File: src/rtl/nibbler_pc_pkg.sv
// Shared types and op decode for the Nibbler program counter / return stack.
// pc_decode resolves the per-cycle priority of the control strobes into a
// single operation; reset is handled by the registers themselves.
package nibbler_pc_pkg;

  typedef enum logic [2:0] {
    PC_HOLD,
    PC_INC,
    PC_LOAD,
    PC_CALL,
    PC_RET,
    PC_ILLEGAL
  } pc_op_t;

  // Priority: (call & ret) > call > ret > load > enable > hold.
  function automatic pc_op_t pc_decode(input logic enable, input logic load,
                                       input logic call, input logic ret);
    if (call && ret) return PC_ILLEGAL;
    if (call)        return PC_CALL;
    if (ret)         return PC_RET;
    if (load)        return PC_LOAD;
    if (enable)      return PC_INC;
    return PC_HOLD;
  endfunction

endpackage

File: src/rtl/pc_return_stack_if.sv
// Control/status bundle between the decoder FSM (master) and the PC unit
// (slave).
//   master drives: enable, load, call, ret, target, clr_err
//   slave drives : pc, level, empty, full, ovf, udf
interface pc_return_stack_if #(
  parameter int ADDR_W = 12,
  parameter int DEPTH  = 4
);
  localparam int LVL_W = $clog2(DEPTH + 1);

  logic              enable;
  logic              load;
  logic              call;
  logic              ret;
  logic [ADDR_W-1:0] target;
  logic              clr_err;
  logic [ADDR_W-1:0] pc;
  logic [LVL_W-1:0]  level;
  logic              empty;
  logic              full;
  logic              ovf;
  logic              udf;

  modport master (
    output enable, load, call, ret, target, clr_err,
    input  pc, level, empty, full, ovf, udf
  );

  modport slave (
    input  enable, load, call, ret, target, clr_err,
    output pc, level, empty, full, ovf, udf
  );
endinterface

File: src/rtl/return_stack.sv
// DEPTH x ADDR_W LIFO with a circular write pointer.
//   push/din  : store din on top; when full the oldest entry is overwritten
//   pop       : discard top (ignored when empty)
//   top       : current top entry (valid when !empty)
//   level     : number of valid entries; empty/full decode it
//   overwrite : push while full (an entry is being lost this cycle)
module return_stack #(
  parameter int ADDR_W = 12,
  parameter int DEPTH  = 4
) (
  input  logic                         clk,
  input  logic                         reset,
  input  logic                         push,
  input  logic                         pop,
  input  logic [ADDR_W-1:0]            din,
  output logic [ADDR_W-1:0]            top,
  output logic [$clog2(DEPTH+1)-1:0]   level,
  output logic                         empty,
  output logic                         full,
  output logic                         overwrite
);
  localparam int PTR_W = $clog2(DEPTH);
  localparam int LVL_W = $clog2(DEPTH + 1);

  logic [DEPTH-1:0][ADDR_W-1:0] mem_q, mem_d;
  logic [PTR_W-1:0]             wp_q, wp_d, wp_inc, wp_dec;
  logic [LVL_W-1:0]             level_q, level_d;

  // Explicit wrap so DEPTH need not be a power of two.
  assign wp_inc = (wp_q == PTR_W'(DEPTH - 1)) ? '0 : wp_q + PTR_W'(1);
  assign wp_dec = (wp_q == '0) ? PTR_W'(DEPTH - 1) : wp_q - PTR_W'(1);

  assign empty     = (level_q == '0);
  assign full      = (level_q == LVL_W'(DEPTH));
  assign level     = level_q;
  assign top       = mem_q[wp_dec];
  assign overwrite = push & full;

  always_comb begin
    mem_d   = mem_q;
    wp_d    = wp_q;
    level_d = level_q;
    if (push) begin
      // Writing at wp always lands on the oldest slot once full, so the
      // circular overwrite needs no extra bookkeeping beyond capping level.
      mem_d[wp_q] = din;
      wp_d        = wp_inc;
      if (!full) level_d = level_q + LVL_W'(1);
    end else if (pop && !empty) begin
      wp_d    = wp_dec;
      level_d = level_q - LVL_W'(1);
    end
  end

  always_ff @(posedge clk) begin
    if (reset) begin
      wp_q    <= '0;
      level_q <= '0;
    end else begin
      wp_q    <= wp_d;
      level_q <= level_d;
    end
  end

  // Storage is not reset; it is unobservable while level is zero.
  always_ff @(posedge clk) mem_q <= mem_d;

endmodule

File: src/rtl/pc_return_stack.sv
// Nibbler program counter with integrated return-address stack.
//   clk, reset : rising-edge clock, synchronous active-high reset
//   bus.slave  : enable/load/call/ret/target/clr_err in;
//                pc/level/empty/full/ovf/udf out (all from registers)
module pc_return_stack
  import nibbler_pc_pkg::*;
#(
  parameter int               ADDR_W     = 12,
  parameter int               DEPTH      = 4,
  parameter logic [ADDR_W-1:0] RESET_ADDR = '0
) (
  input  logic             clk,
  input  logic             reset,
  pc_return_stack_if.slave bus
);
  localparam int LVL_W = $clog2(DEPTH + 1);

  pc_op_t            op;
  logic [ADDR_W-1:0] pc_q, pc_d, pc_inc, stk_top;
  logic              ovf_q, ovf_d, udf_q, udf_d;
  logic              push, pop, stk_empty, stk_full, stk_ovw;
  logic [LVL_W-1:0]  stk_level;

  assign op     = pc_decode(bus.enable, bus.load, bus.call, bus.ret);
  assign pc_inc = pc_q + ADDR_W'(1);
  assign push   = (op == PC_CALL);
  assign pop    = (op == PC_RET);

  return_stack #(.ADDR_W(ADDR_W), .DEPTH(DEPTH)) u_stack (
    .clk       (clk),
    .reset     (reset),
    .push      (push),
    .pop       (pop),
    .din       (pc_inc),
    .top       (stk_top),
    .level     (stk_level),
    .empty     (stk_empty),
    .full      (stk_full),
    .overwrite (stk_ovw)
  );

  always_comb begin
    pc_d = pc_q;
    unique case (op)
      PC_INC:  pc_d = pc_inc;
      PC_LOAD: pc_d = bus.target;
      PC_CALL: pc_d = bus.target;
      PC_RET:  if (!stk_empty) pc_d = stk_top;
      default: pc_d = pc_q;
    endcase
    // A fresh error in the same cycle as clr_err keeps the flag set.
    ovf_d = (ovf_q & ~bus.clr_err) | stk_ovw;
    udf_d = (udf_q & ~bus.clr_err) | (op == PC_ILLEGAL) |
            ((op == PC_RET) & stk_empty);
  end

  always_ff @(posedge clk) begin
    if (reset) begin
      pc_q  <= RESET_ADDR;
      ovf_q <= 1'b0;
      udf_q <= 1'b0;
    end else begin
      pc_q  <= pc_d;
      ovf_q <= ovf_d;
      udf_q <= udf_d;
    end
  end

  assign bus.pc    = pc_q;
  assign bus.level = stk_level;
  assign bus.empty = stk_empty;
  assign bus.full  = stk_full;
  assign bus.ovf   = ovf_q;
  assign bus.udf   = udf_q;

endmodule

File: src/flat_wrapper.sv
// flat-port wrapper written by rule: the top's interface ports become plain ports
module pc_return_stack_flat import nibbler_pc_pkg::*;
#(
  parameter int               ADDR_W     = 12,
  parameter int               DEPTH      = 4,
  parameter logic [ADDR_W-1:0] RESET_ADDR = '0
)
  (clk, reset, bus_enable, bus_load, bus_call, bus_ret, bus_target, bus_clr_err, bus_pc, bus_level, bus_empty, bus_full, bus_ovf, bus_udf);
  pc_return_stack_if #(.ADDR_W(ADDR_W), .DEPTH(DEPTH)) bus_i ();
  input  logic clk;
  input  logic reset;
  input wire logic [$bits(bus_i.enable)-1:0] bus_enable;
  input wire logic [$bits(bus_i.load)-1:0] bus_load;
  input wire logic [$bits(bus_i.call)-1:0] bus_call;
  input wire logic [$bits(bus_i.ret)-1:0] bus_ret;
  input wire logic [$bits(bus_i.target)-1:0] bus_target;
  input wire logic [$bits(bus_i.clr_err)-1:0] bus_clr_err;
  output wire logic [$bits(bus_i.pc)-1:0] bus_pc;
  output wire logic [$bits(bus_i.level)-1:0] bus_level;
  output wire logic [$bits(bus_i.empty)-1:0] bus_empty;
  output wire logic [$bits(bus_i.full)-1:0] bus_full;
  output wire logic [$bits(bus_i.ovf)-1:0] bus_ovf;
  output wire logic [$bits(bus_i.udf)-1:0] bus_udf;
  assign bus_i.enable = bus_enable;
  assign bus_i.load = bus_load;
  assign bus_i.call = bus_call;
  assign bus_i.ret = bus_ret;
  assign bus_i.target = bus_target;
  assign bus_i.clr_err = bus_clr_err;
  assign bus_pc = bus_i.pc;
  assign bus_level = bus_i.level;
  assign bus_empty = bus_i.empty;
  assign bus_full = bus_i.full;
  assign bus_ovf = bus_i.ovf;
  assign bus_udf = bus_i.udf;
  pc_return_stack #(.ADDR_W(ADDR_W), .DEPTH(DEPTH), .RESET_ADDR(RESET_ADDR)) u_core (.clk(clk), .reset(reset), .bus(bus_i));
endmodule
File: config.mk
export PLATFORM = sky130hd
export DESIGN_NAME = pc_return_stack_flat
export DESIGN_NICKNAME = d
export VERILOG_FILES = /design/src/rtl/nibbler_pc_pkg.sv /design/src/rtl/pc_return_stack_if.sv /design/src/rtl/return_stack.sv /design/src/rtl/pc_return_stack.sv /design/src/flat_wrapper.sv
export SDC_FILE = /design/constraint.sdc
export NUM_CORES = 1
export LEC_CHECK = 0
export ABC_CLOCK_PERIOD_IN_PS = 2100
export CAP_MARGIN = 20
export CORE_ASPECT_RATIO = 0.6
export CORE_MARGIN = 2
export CORE_UTILIZATION = 50
export DETAILED_ROUTE_END_ITERATION = 7
export MAX_ROUTING_LAYER = met4
export PLACE_DENSITY = 0.76
export SYNTH_ARGS = -nofsm -noshare
export SYNTH_HDL_FRONTEND = slang
export SYNTH_SLANG_ARGS = --single-unit
File: constraint.sdc
create_clock -name clk -period 2.1 [get_ports clk]
set_input_delay 0.315 -clock clk [delete_from_list [all_inputs] [get_ports clk]]
set_output_delay 0.315 -clock clk [all_outputs]
set_load 0.02 [all_outputs]
==> results_dict.tcl <==
set metrics [dict create \
    drive_above_1_share_pct 20.9 \
    die_x_um 106 \
    power.density_nw_per_um2 851 \
    reg2reg_from "u_core.u_stack.wp_q[0]$_SDFFE_PP0P_" \
    slew_violations 0 \
    final_antenna_net_count 0 \
    die_h_um 64.9 \
    drv_cap 0 \
    netlist_area_um2 3100 \
    clkSinkCount 67 \
    seqPwrFrac_pct 48.0 \
    clockRootBuffer "clkbuf_8" \
    fillCellCount 460 \
    diodes 0 \
    finClkSkew_ns 0.00985 \
    grtUsageTotal_pct 24.6 \
    layout_min_cycle_time_ns 2.03 \
    grt_pass1_vias 2234 \
    yosysTopAreaCell "edfxtp_1" \
    ys_warn_count 0 \
    yosysSeqAreaShare_pct 58.9 \
    min_to "u_core.bus.udf$_SDFF_PP0_" \
    wl_per_cell_um 18.9 \
    grt_pass1_wl_mm 12.0 \
    required_ns 2.34 \
    start_kind "flop" \
    clock.fmax_mhz 492 \
    start_util_pct 51.1 \
    hold_viol_final 0 \
    rows 22 \
    clk_path_buf_depth 2 \
    async_flop_share_pct 0 \
    synthDistinctLibCells 47 \
    reg2reg_depth 8 \
    synth_area_per_cell_um2 12.8 \
    wirelength_mm 7.54 \
    cts_hold_buf 0 \
    fp.dieArea_um2 6860 \
    path_cells "inv_1 > ha_2 > nor2b_4 > buf_4 > mux4_2 > a22o_1 > o21ai_1 > a21oi_1" \
    syn_inst 242 \
    synth_most_common_cell "edfxtp_1" \
    worst_pin_slew_ns 0.455 \
    hold_path_depth 2 \
    num_vias 2287 \
    status "complete, no violations" \
    post-route-period-util_pct 96.8 \
    slew_headroom_pct 69.5 \
    path_clk_slew_ns 0.07 \
    r2r_end "u_core.bus.pc[7]$_SDFFE_PP0P_" \
    path_class "flop to flop" \
    synth_nets 267 \
    io_buffer_count 37 \
    synth_top_cell_area_share_pct 46.6 \
    p_sw_mw 1.01 \
    layout.nets 336 \
    crit_arrival_ns 2.27 \
    drc_errors 0 \
    dp_slack_ns 0.0150 \
    drtIter0Drc 203 \
    leakage_nw 1.40 \
    clk_latency_ns 0.35 \
    synth_edf_count 48 \
    combPwrFrac_pct 24.5 \
    worst_ir_drop_vdd_v 0.000621 \
    pin_count 38 \
    grt_max_degree 20 \
    internal-power_mw 2.36 \
    fp.coreArea_um2 6060 \
    area_delta_synth_final_pct 27.8 \
    routabilityCongestion 0.871 \
    cts_tree "built" \
    cts_max_level 3 \
    detailed_place_hpwl_mm 5.24 \
    numCtsBuffers 9 \
    regToRegSetupSlack_ns 0.07 \
    setup_viol 0 \
    hold_start "u_core.bus.udf$_SDFF_PP0_" \
    design_area_um2 3960 \
    netSwitchingFraction_pct 29.9 \
    synth_top_flop_cell "edfxtp_1" \
    detail_route.first_pass.iterations 5 \
    ys_ff_latch 67 \
    gr-total-overflow 0 \
    synth_area_leaders "edfxtp_1, dfxtp_1, mux4_2, mux2i_1, ha_1" \
    fin_ws_ns 0.0682 \
    vias_per_cell 5.72 \
    antenna_found_initial 0 \
    cp_slowest_cell "mux4_2" \
    ys_top_cells_by_count "edfxtp_1, dfxtp_1, nor2_1, a21oi_1, nand2_1" \
    clockPowerShare_pct 27.5 \
    cpPeakStageDelay_ns 0.49 \
    hold_path_class "flop to flop" \
    endpoint_kind "flop" \
    cp_max_fo 7 \
    placed_cell_area_um2 3760 \
]
worst max path at each step:
| stage | start | to |
|---|---|---|
| global placement | bus_call | u_core.u_stack.mem_q[9]$_DFFE_PP_ |
| CTS | u_core.u_stack.wp_q[0]$_SDFFE_PP0P_ | u_core.bus.pc[6]$_SDFFE_PP0P_ |
| floorplan | u_core.u_stack.wp_q[0]$_SDFFE_PP0P_ | u_core.bus.pc[10]$_SDFFE_PP0P_ |
| detailed placement | bus_ret | u_core.u_stack.mem_q[10]$_DFFE_PP_ |
| finish | u_core.u_stack.wp_q[0]$_SDFFE_PP0P_ | u_core.bus.pc[7]$_SDFFE_PP0P_ |
| global route | u_core.u_stack.wp_q[0]$_SDFFE_PP0P_ | u_core.bus.pc[9]$_SDFFE_PP0P_ |
critical path, delay by kind of cell, from the launching register on:
family | cells | cell delay, ns
AO/OA/AOI/OAI | 3 | 0.40
adder cells (fa/ha/maj) | 1 | 0.20
buffers and inverters | 2 | 0.24
flip-flops | 1 | 0.33
multiplexers | 1 | 0.49
AND/OR/NAND/NOR | 1 | 0.26
cell usage in the layout, fill, tap and decap left out, drive strengths merged, types with 2 or more instances in the layout:
master | netlist | layout
edfxtp | 48 | 48
clkdlybuf4s50 | 0 | 37
buf | 9 | 34
nor2 | 20 | 20
dfxtp | 19 | 19
nand2 | 13 | 13
a21oi | 13 | 13
clkbuf | 4 | 10
mux2i | 9 | 9
mux4 | 8 | 8
nor3 | 8 | 8
o21ai | 8 | 8
xnor2 | 7 | 7
xor2 | 6 | 6
a211oi | 6 | 6
ha | 6 | 6
nand3 | 5 | 5
and2 | 5 | 5
o22ai | 5 | 5
a221oi | 5 | 5
nor2b | 5 | 5
nand4 | 4 | 4
nand2b | 4 | 4
inv | 4 | 4
clkinv | 0 | 4
a22o | 2 | 2
nor4 | 2 | 2
a22oi | 2 | 2
a311oi | 2 | 2
o31ai | 2 | 2
clkinvlp | 0 | 2
nor3b | 2 | 2
flip-flops by register name (all words and copies together), names as in the netlist:
register              count
u_core.u_stack.wp_q       2
u_core.bus.ovf            1
u_core.bus.udf            1
u_core.u_stack.mem_q     48
u_core.u_stack.level      3
u_core.bus.pc            12
per-layer routing:
metal / global-route usage (%) / routed length, um
met5: - / 0
met1: 35.0 / 3460
met2: 32.7 / 3250
met3: 8.35 / 752
met4: 8.39 / 72
logic make-up after synthesis:
group,Yosys count,share of synthesized area (%)
AO/OA/AOI/OAI,50,10.8
XOR/XNOR,13,3.68
adder cells (fa/ha/maj),6,2.43
buffers and inverters,17,2.87
flip-flops,67,58.9
multiplexers,18,9.22
AND/OR/NAND/NOR,71,12.2
power by group through the flow:
stage / registers [mW] / clock network, mW / logic [mW]
after detailed placement: 1.64 / 0 / 0.811
after global placement: 1.64 / 0 / 0.784
final: 1.62 / 0.924 / 0.825
after CTS: 1.61 / 0.936 / 0.815
after global routing: 1.63 / 1.00 / 0.894
after floorplan: 1.68 / 0 / 0.404
layout make-up:
cell class / instances / area [um2] / share of cell area, %
Inverter: 4 / 15.0 / 0.379
Tap cell: 84 / 105 / 2.66
Multi-Input combinational cell: 158 / 1190 / 30.1
Timing Repair Buffer: 71 / 651 / 16.4
Clock inverter: 6 / 42.5 / 1.07
Clock buffer: 10 / 128 / 3.22
Sequential cell: 67 / 1820 / 46.1
through the flow:
stage,utilization (%),std cells,total power [mW],setup TNS (ns),hold WS (ns)
after floorplan,-,242,2.08,0,0.489
after global placement,62.1,382,2.42,0,0.462
after detailed placement,62.1,382,2.45,0,0.469
after CTS,64.9,398,3.36,0,0.485
after global routing,65.4,400,3.53,-0.0377,0.496
final,65.4,400,3.37,0,0.483
repair_timing:
item | CTS | global route
resized for setup | 0 | 5
setup endpoints to repair | 0 | 6
setup buffers | 0 | 2
(Power assumes the default switching activity.)
==> edit 1: new RTL, config.mk and constraints unchanged <==
`DEPTH` is set to 4 in 4 places; all go to 8.
--- a/src/rtl/pc_return_stack_if.sv
+++ b/src/rtl/pc_return_stack_if.sv
@@ -4,7 +4,7 @@
 //   slave drives : pc, level, empty, full, ovf, udf
 interface pc_return_stack_if #(
   parameter int ADDR_W = 12,
-  parameter int DEPTH  = 4
+  parameter int DEPTH  = 8
 );
   localparam int LVL_W = $clog2(DEPTH + 1);
 
--- a/src/rtl/return_stack.sv
+++ b/src/rtl/return_stack.sv
@@ -6,7 +6,7 @@
 //   overwrite : push while full (an entry is being lost this cycle)
 module return_stack #(
   parameter int ADDR_W = 12,
-  parameter int DEPTH  = 4
+  parameter int DEPTH  = 8
 ) (
   input  logic                         clk,
   input  logic                         reset,
--- a/src/rtl/pc_return_stack.sv
+++ b/src/rtl/pc_return_stack.sv
@@ -6,7 +6,7 @@
   import nibbler_pc_pkg::*;
 #(
   parameter int               ADDR_W     = 12,
-  parameter int               DEPTH      = 4,
+  parameter int               DEPTH      = 8,
   parameter logic [ADDR_W-1:0] RESET_ADDR = '0
 ) (
   input  logic             clk,
--- a/src/flat_wrapper.sv
+++ b/src/flat_wrapper.sv
@@ -2,7 +2,7 @@
 module pc_return_stack_flat import nibbler_pc_pkg::*;
 #(
   parameter int               ADDR_W     = 12,
-  parameter int               DEPTH      = 4,
+  parameter int               DEPTH      = 8,
   parameter logic [ADDR_W-1:0] RESET_ADDR = '0
 )
   (clk, reset, bus_enable, bus_load, bus_call, bus_ret, bus_target, bus_clr_err, bus_pc, bus_level, bus_empty, bus_full, bus_ovf, bus_udf);
Ports: changed (resized bus_level); port bits go from 38 to 39. The function was not compared with the original's and may differ.
==> edit 1 against the unedited design <==
Synthesized cell count increased by 71%. Synthesized area increased by 68%. Setup slack got worse by 0.035 ns. Cell area increased by 73%. Critical endpoint is now u_core.bus.pc[9]$_SDFFE_PP0P_. Highest routed layer unchanged. Total power increased by 140%. Wire length increased by 85%. Sequential cell count increased by 50.
==> edit 1: results (changes against the unedited design) <==
Worst R2R End=u_core.bus.pc[9]$_SDFFE_PP0P_ (was u_core.bus.pc[7]$_SDFFE_PP0P_); nets@finish=533 (was 336); port bufs=38 (was 37); number of global-route vias before repair=3799 (was 2234); clock latency on the worst-skew pair=0.41 ns (was 0.35 ns); Hold Worst Slack=0.475 ns (was 0.483 ns); Compound-Gate Fraction of Synth Area=11.4% (was 10.8%); EDFF count, synth=96 (was 48); synth unique cells=45 (was 47); Finished Layout Cells=655 (was 400); final WL=13.9 mm (was 7.54 mm); Final min period=2.07 ns (was 2.03 ns); DP Cell Count=621 (was 382); Worst EP arrival=2.35 ns (was 2.27 ns); register area share after synthesis=63.4% (was 58.9%); placed cell area=6170 sq um (was 3760 sq um); Synth area leaders=edfxtp_1 (55%), dfxtp_1 (8.1%), nand2_1 (5.1%) (was edfxtp_1 (47%), dfxtp_1 (12%), mux4_2 (5.1%)); share of layout cells above drive strength 1=27.1% (was 20.9%); flip-flop count of the largest register after layout=96 (was 48); clock skew=0.00451 ns (was 0.00985 ns); maximum VDD drop=0.783 mV (was 0.621 mV); 1st-iter DRT viols=474 (was 203); CTS Buf Count=17 (was 9); xor/xnor share of the synthesized area=2.52% (was 3.68%); leak pwr=2.49 nW (was 1.40 nW); pre-CTS setup slack=-0.0469 ns (was 0.0150 ns); Vias=3926 (was 2287); clock root cell=clkbuf_16 (was clkbuf_8); status=complete, no violations (unchanged); Pre-Repair DR Iteration Count=7 (was 5); FF-to-FF setup slack=0.03 ns (was 0.07 ns); Slew HR=60.6% (was 69.5%); top cells by count, synth=edfxtp_1 (96), nand2_1 (71), nor2_1 (40) (was edfxtp_1 (48), dfxtp_1 (19), nor2_1 (19)); H-tree depth=4 (was 3); post-synthesis mux area share=2.64% (was 9.22%); Avg Cell Area, Syn=12.6 sq um (was 12.8 sq um); CP max FO=5 (was 7); RePlAce Congestion=0.891 (was 0.871); Final HPWL DP=9.55 mm (was 5.24 mm); syn nets=441 (was 267); GRT Total Usage=26.4% (was 24.6%)
## edit 1: timing repair
item | in CTS | in global routing
endpoints found under the hold margin | 0 | 0
setup buffers | 1 | 1
resized for setup | 9 | 9
endpoints found under the setup margin | 5 | 11
pin swaps | 3 | 7
## edit 1: worst max-delay path by stage
stage	startpoint	endpoint	depth (start not counted)
detailed placement	u_core.u_stack.wp_q[0]$_SDFFE_PP0P_	u_core.bus.pc[8]$_SDFFE_PP0P_	9
global route	u_core.u_stack.wp_q[1]$_SDFFE_PP0P_	u_core.bus.pc[9]$_SDFFE_PP0P_	8
floorplan	bus_call	u_core.u_stack.mem_q[24]$_DFFE_PP_	5
global placement	bus_call	u_core.u_stack.mem_q[50]$_DFFE_PP_	6
CTS	u_core.u_stack.wp_q[0]$_SDFFE_PP0P_	u_core.bus.pc[9]$_SDFFE_PP0P_	8
finish	u_core.u_stack.wp_q[1]$_SDFFE_PP0P_	u_core.bus.pc[9]$_SDFFE_PP0P_	8
## edit 1: layer usage
metal / vias up / track usage [%] / share of wire [%]
li1: 1751 / - / -
met3: 20 / 10.1 / 11
met4: 0 / 8.24 / 1.3
met2: 219 / 33.3 / 41
met5: - / - / 0
met1: 1936 / 38.9 / 46
## edit 1: area by class of cell
| cell class | instances | area, sq um |
|---|---|---|
| flip-flops and latches | 117 | 3310 |
| inverters | 8 | 30.0 |
| fillers | 704 | 3150 |
| clock inverters | 15 | 156 |
| well taps | 135 | 169 |
| multi-input cells | 264 | 1820 |
| clock buffers | 17 | 425 |
| repair buffers | 99 | 931 |
## edit 1: power breakdown
group / leakage, nW / internal (mW) / switching, mW
Combinational: 1.15 / 0.938 / 1.28
Clock: 0.284 / 1.75 / 1.08
Sequential: 1.05 / 2.76 / 0.137
==> edit 2: new RTL, same flow settings <==
Made on the original files. Make the reset (`reset`) asynchronous in 2 clocked blocks. Comments in the files are not updated.
--- a/src/rtl/return_stack.sv
+++ b/src/rtl/return_stack.sv
@@ -52,7 +52,7 @@
     end
   end
 
-  always_ff @(posedge clk) begin
+  always_ff @(posedge clk or posedge reset) begin
     if (reset) begin
       wp_q    <= '0;
       level_q <= '0;
--- a/src/rtl/pc_return_stack.sv
+++ b/src/rtl/pc_return_stack.sv
@@ -54,7 +54,7 @@
             ((op == PC_RET) & stk_empty);
   end
 
-  always_ff @(posedge clk) begin
+  always_ff @(posedge clk or posedge reset) begin
     if (reset) begin
       pc_q  <= RESET_ADDR;
       ovf_q <= 1'b0;
Behaviour: differs if reset is asserted again (counterexample within 4 cycles, from zero or initial values and one cycle with reset high); with reset held inactive, the same outputs for 10 cycles.
==> edit 2 against the unedited design <==
Cell area grew 3.7%. Wire length is 3.1% lower. Count of clock-buffer cells in the layout is 1 lower. Synthesized area up 3.6%. Synthesized cell count rose by 3.3%. Global-route usage shrank 1.8 points. Setup slack better by 0.030 ns. Worst hold slack worse by 0.19 ns. Sequential share of layout area grew 0.66 points. Sequential cell count is the same. Clock skew up 0.00083 ns.
Power is not compared: it rests on default switching activity, and its combinational part moved more than twofold at a synthesized area within 25%.
==> edit 2: results (changes against the unedited design) <==
status=complete, no violations (unchanged); filler instances=432 (was 460); cts repair resizes=2 (was 0); top cells by count, synth=edfxtp_1 (48), nor2_1 (26), dfrtp_1 (19) (was edfxtp_1 (48), dfxtp_1 (19), nor2_1 (19)); 1st-iter DRT viols=196 (was 203); wl on met1=3.53 mm (was 3.46 mm); Seq/total area=46.8% (was 46.1%); share of layout cells above drive strength 1=19.5% (was 20.9%); post-synthesis mux area share=9.06% (was 9.22%); multi-input logic area=1220 sq um (was 1190 sq um); H-tree depth=3 (unchanged); Final HPWL DP=5.17 mm (was 5.24 mm); switching pwr=2.15 mW; register area share after synthesis=59.8% (was 58.9%); Signal buf overhead=14.7% (was 16.4%); RePlAce Congestion=0.893 (was 0.871); largest net degree at the start of global routing=20 (unchanged); CP max FO=9 (was 7); Hold Crit Class=input port to async pin (was flip-flop to flip-flop); met3 Usage GRT=6.60% (was 8.35%); final WL=7.31 mm (was 7.54 mm); GRT Total Usage=22.8% (was 24.6%); met2 Track Usage GR=31.7% (was 32.7%); Multi-In Gates=162 (was 158); GR Util met1=33.4% (was 35.0%); met3 wire len=610 microns (was 752 microns); Buffers excl. clock=60 (was 71); clock skew=0.0107 ns (was 0.00985 ns); number of ordinary inverters in the final layout=8 (was 4); FF-to-FF setup slack=0.13 ns (was 0.07 ns); Post-CTS Setup Bufs=0 (unchanged); flip-flop count of the largest register after layout=48 (unchanged); slowest CP cell=clkdlybuf4s50_1 (was mux4_2); WL met2=3.13 mm (was 3.25 mm); syn nets=275 (was 267); Comb pwr share=42.4%; # diodes=0 (unchanged); seq_cells=67 (unchanged); synth unique cells=46 (was 47); Worst EP arrival=1.69 ns (was 2.27 ns); xor/xnor share of the synthesized area=3.28% (was 3.68%); clock-cell share of area=5.55% (was 4.30%); Max stage delay on crit path=0.63 ns (was 0.49 ns); Synth area leaders=edfxtp_1 (45%), dfrtp_1 (15%), mux4_2 (4.9%) (was edfxtp_1 (47%), dfxtp_1 (12%), mux4_2 (5.1%)); nets@finish=333 (was 336); Clk pin slew, worst setup/hold paths=roughly 0.080 ns; Synth async-reset ratio=28.4% (was 0%); Synth Area in Adders=2.34% (was 2.43%); YS warnings=0 (unchanged); Vias=2229 (was 2287); Top delay family on crit path=buffers and inverters (was multiplexers); number of global-route vias before repair=2129 (was 2234); Slew HR=59.5% (was 69.5%); Compound-Gate Fraction of Synth Area=10.8% (about the same); leak pwr=between 1.5 and 2 nW; first-pass GRT wire length=11.3 mm (was 12.0 mm)
## edit 2: path summary, 6_finish.rpt
path	from	end	cells after the start
worst min-delay path	reset	u_core.bus.pc[10]$_DFFE_PP0P_	3
worst max-delay path	u_core.u_stack.level[0]$_DFFE_PP0P_	bus_empty	2
max in group asynchronous	reset	u_core.u_stack.level[2]$_DFFE_PP0P_	3
worst max register to register	u_core.u_stack.wp_q[0]$_DFFE_PP0P_	u_core.bus.pc[8]$_DFFE_PP0P_	9
worst min register to register	u_core.bus.ovf$_DFF_PP0_	u_core.bus.ovf$_DFF_PP0_	2
min in group clk	u_core.bus.ovf$_DFF_PP0_	u_core.bus.ovf$_DFF_PP0_	2
## edit 2: metrics by stage
stage               hold slack, ns  instance area [sq um]  setup WS [ns]  instances
finish                       0.292                   4100         0.0985        397
global route                 0.336                   4100        -0.0297        397
CTS                          0.293                   4080         0.0682        397
detailed placement           0.523                   3850        0.00847        381
global placement             0.509                   3850         0.0841        381
floorplan                    0.266                   3210          0.171        250
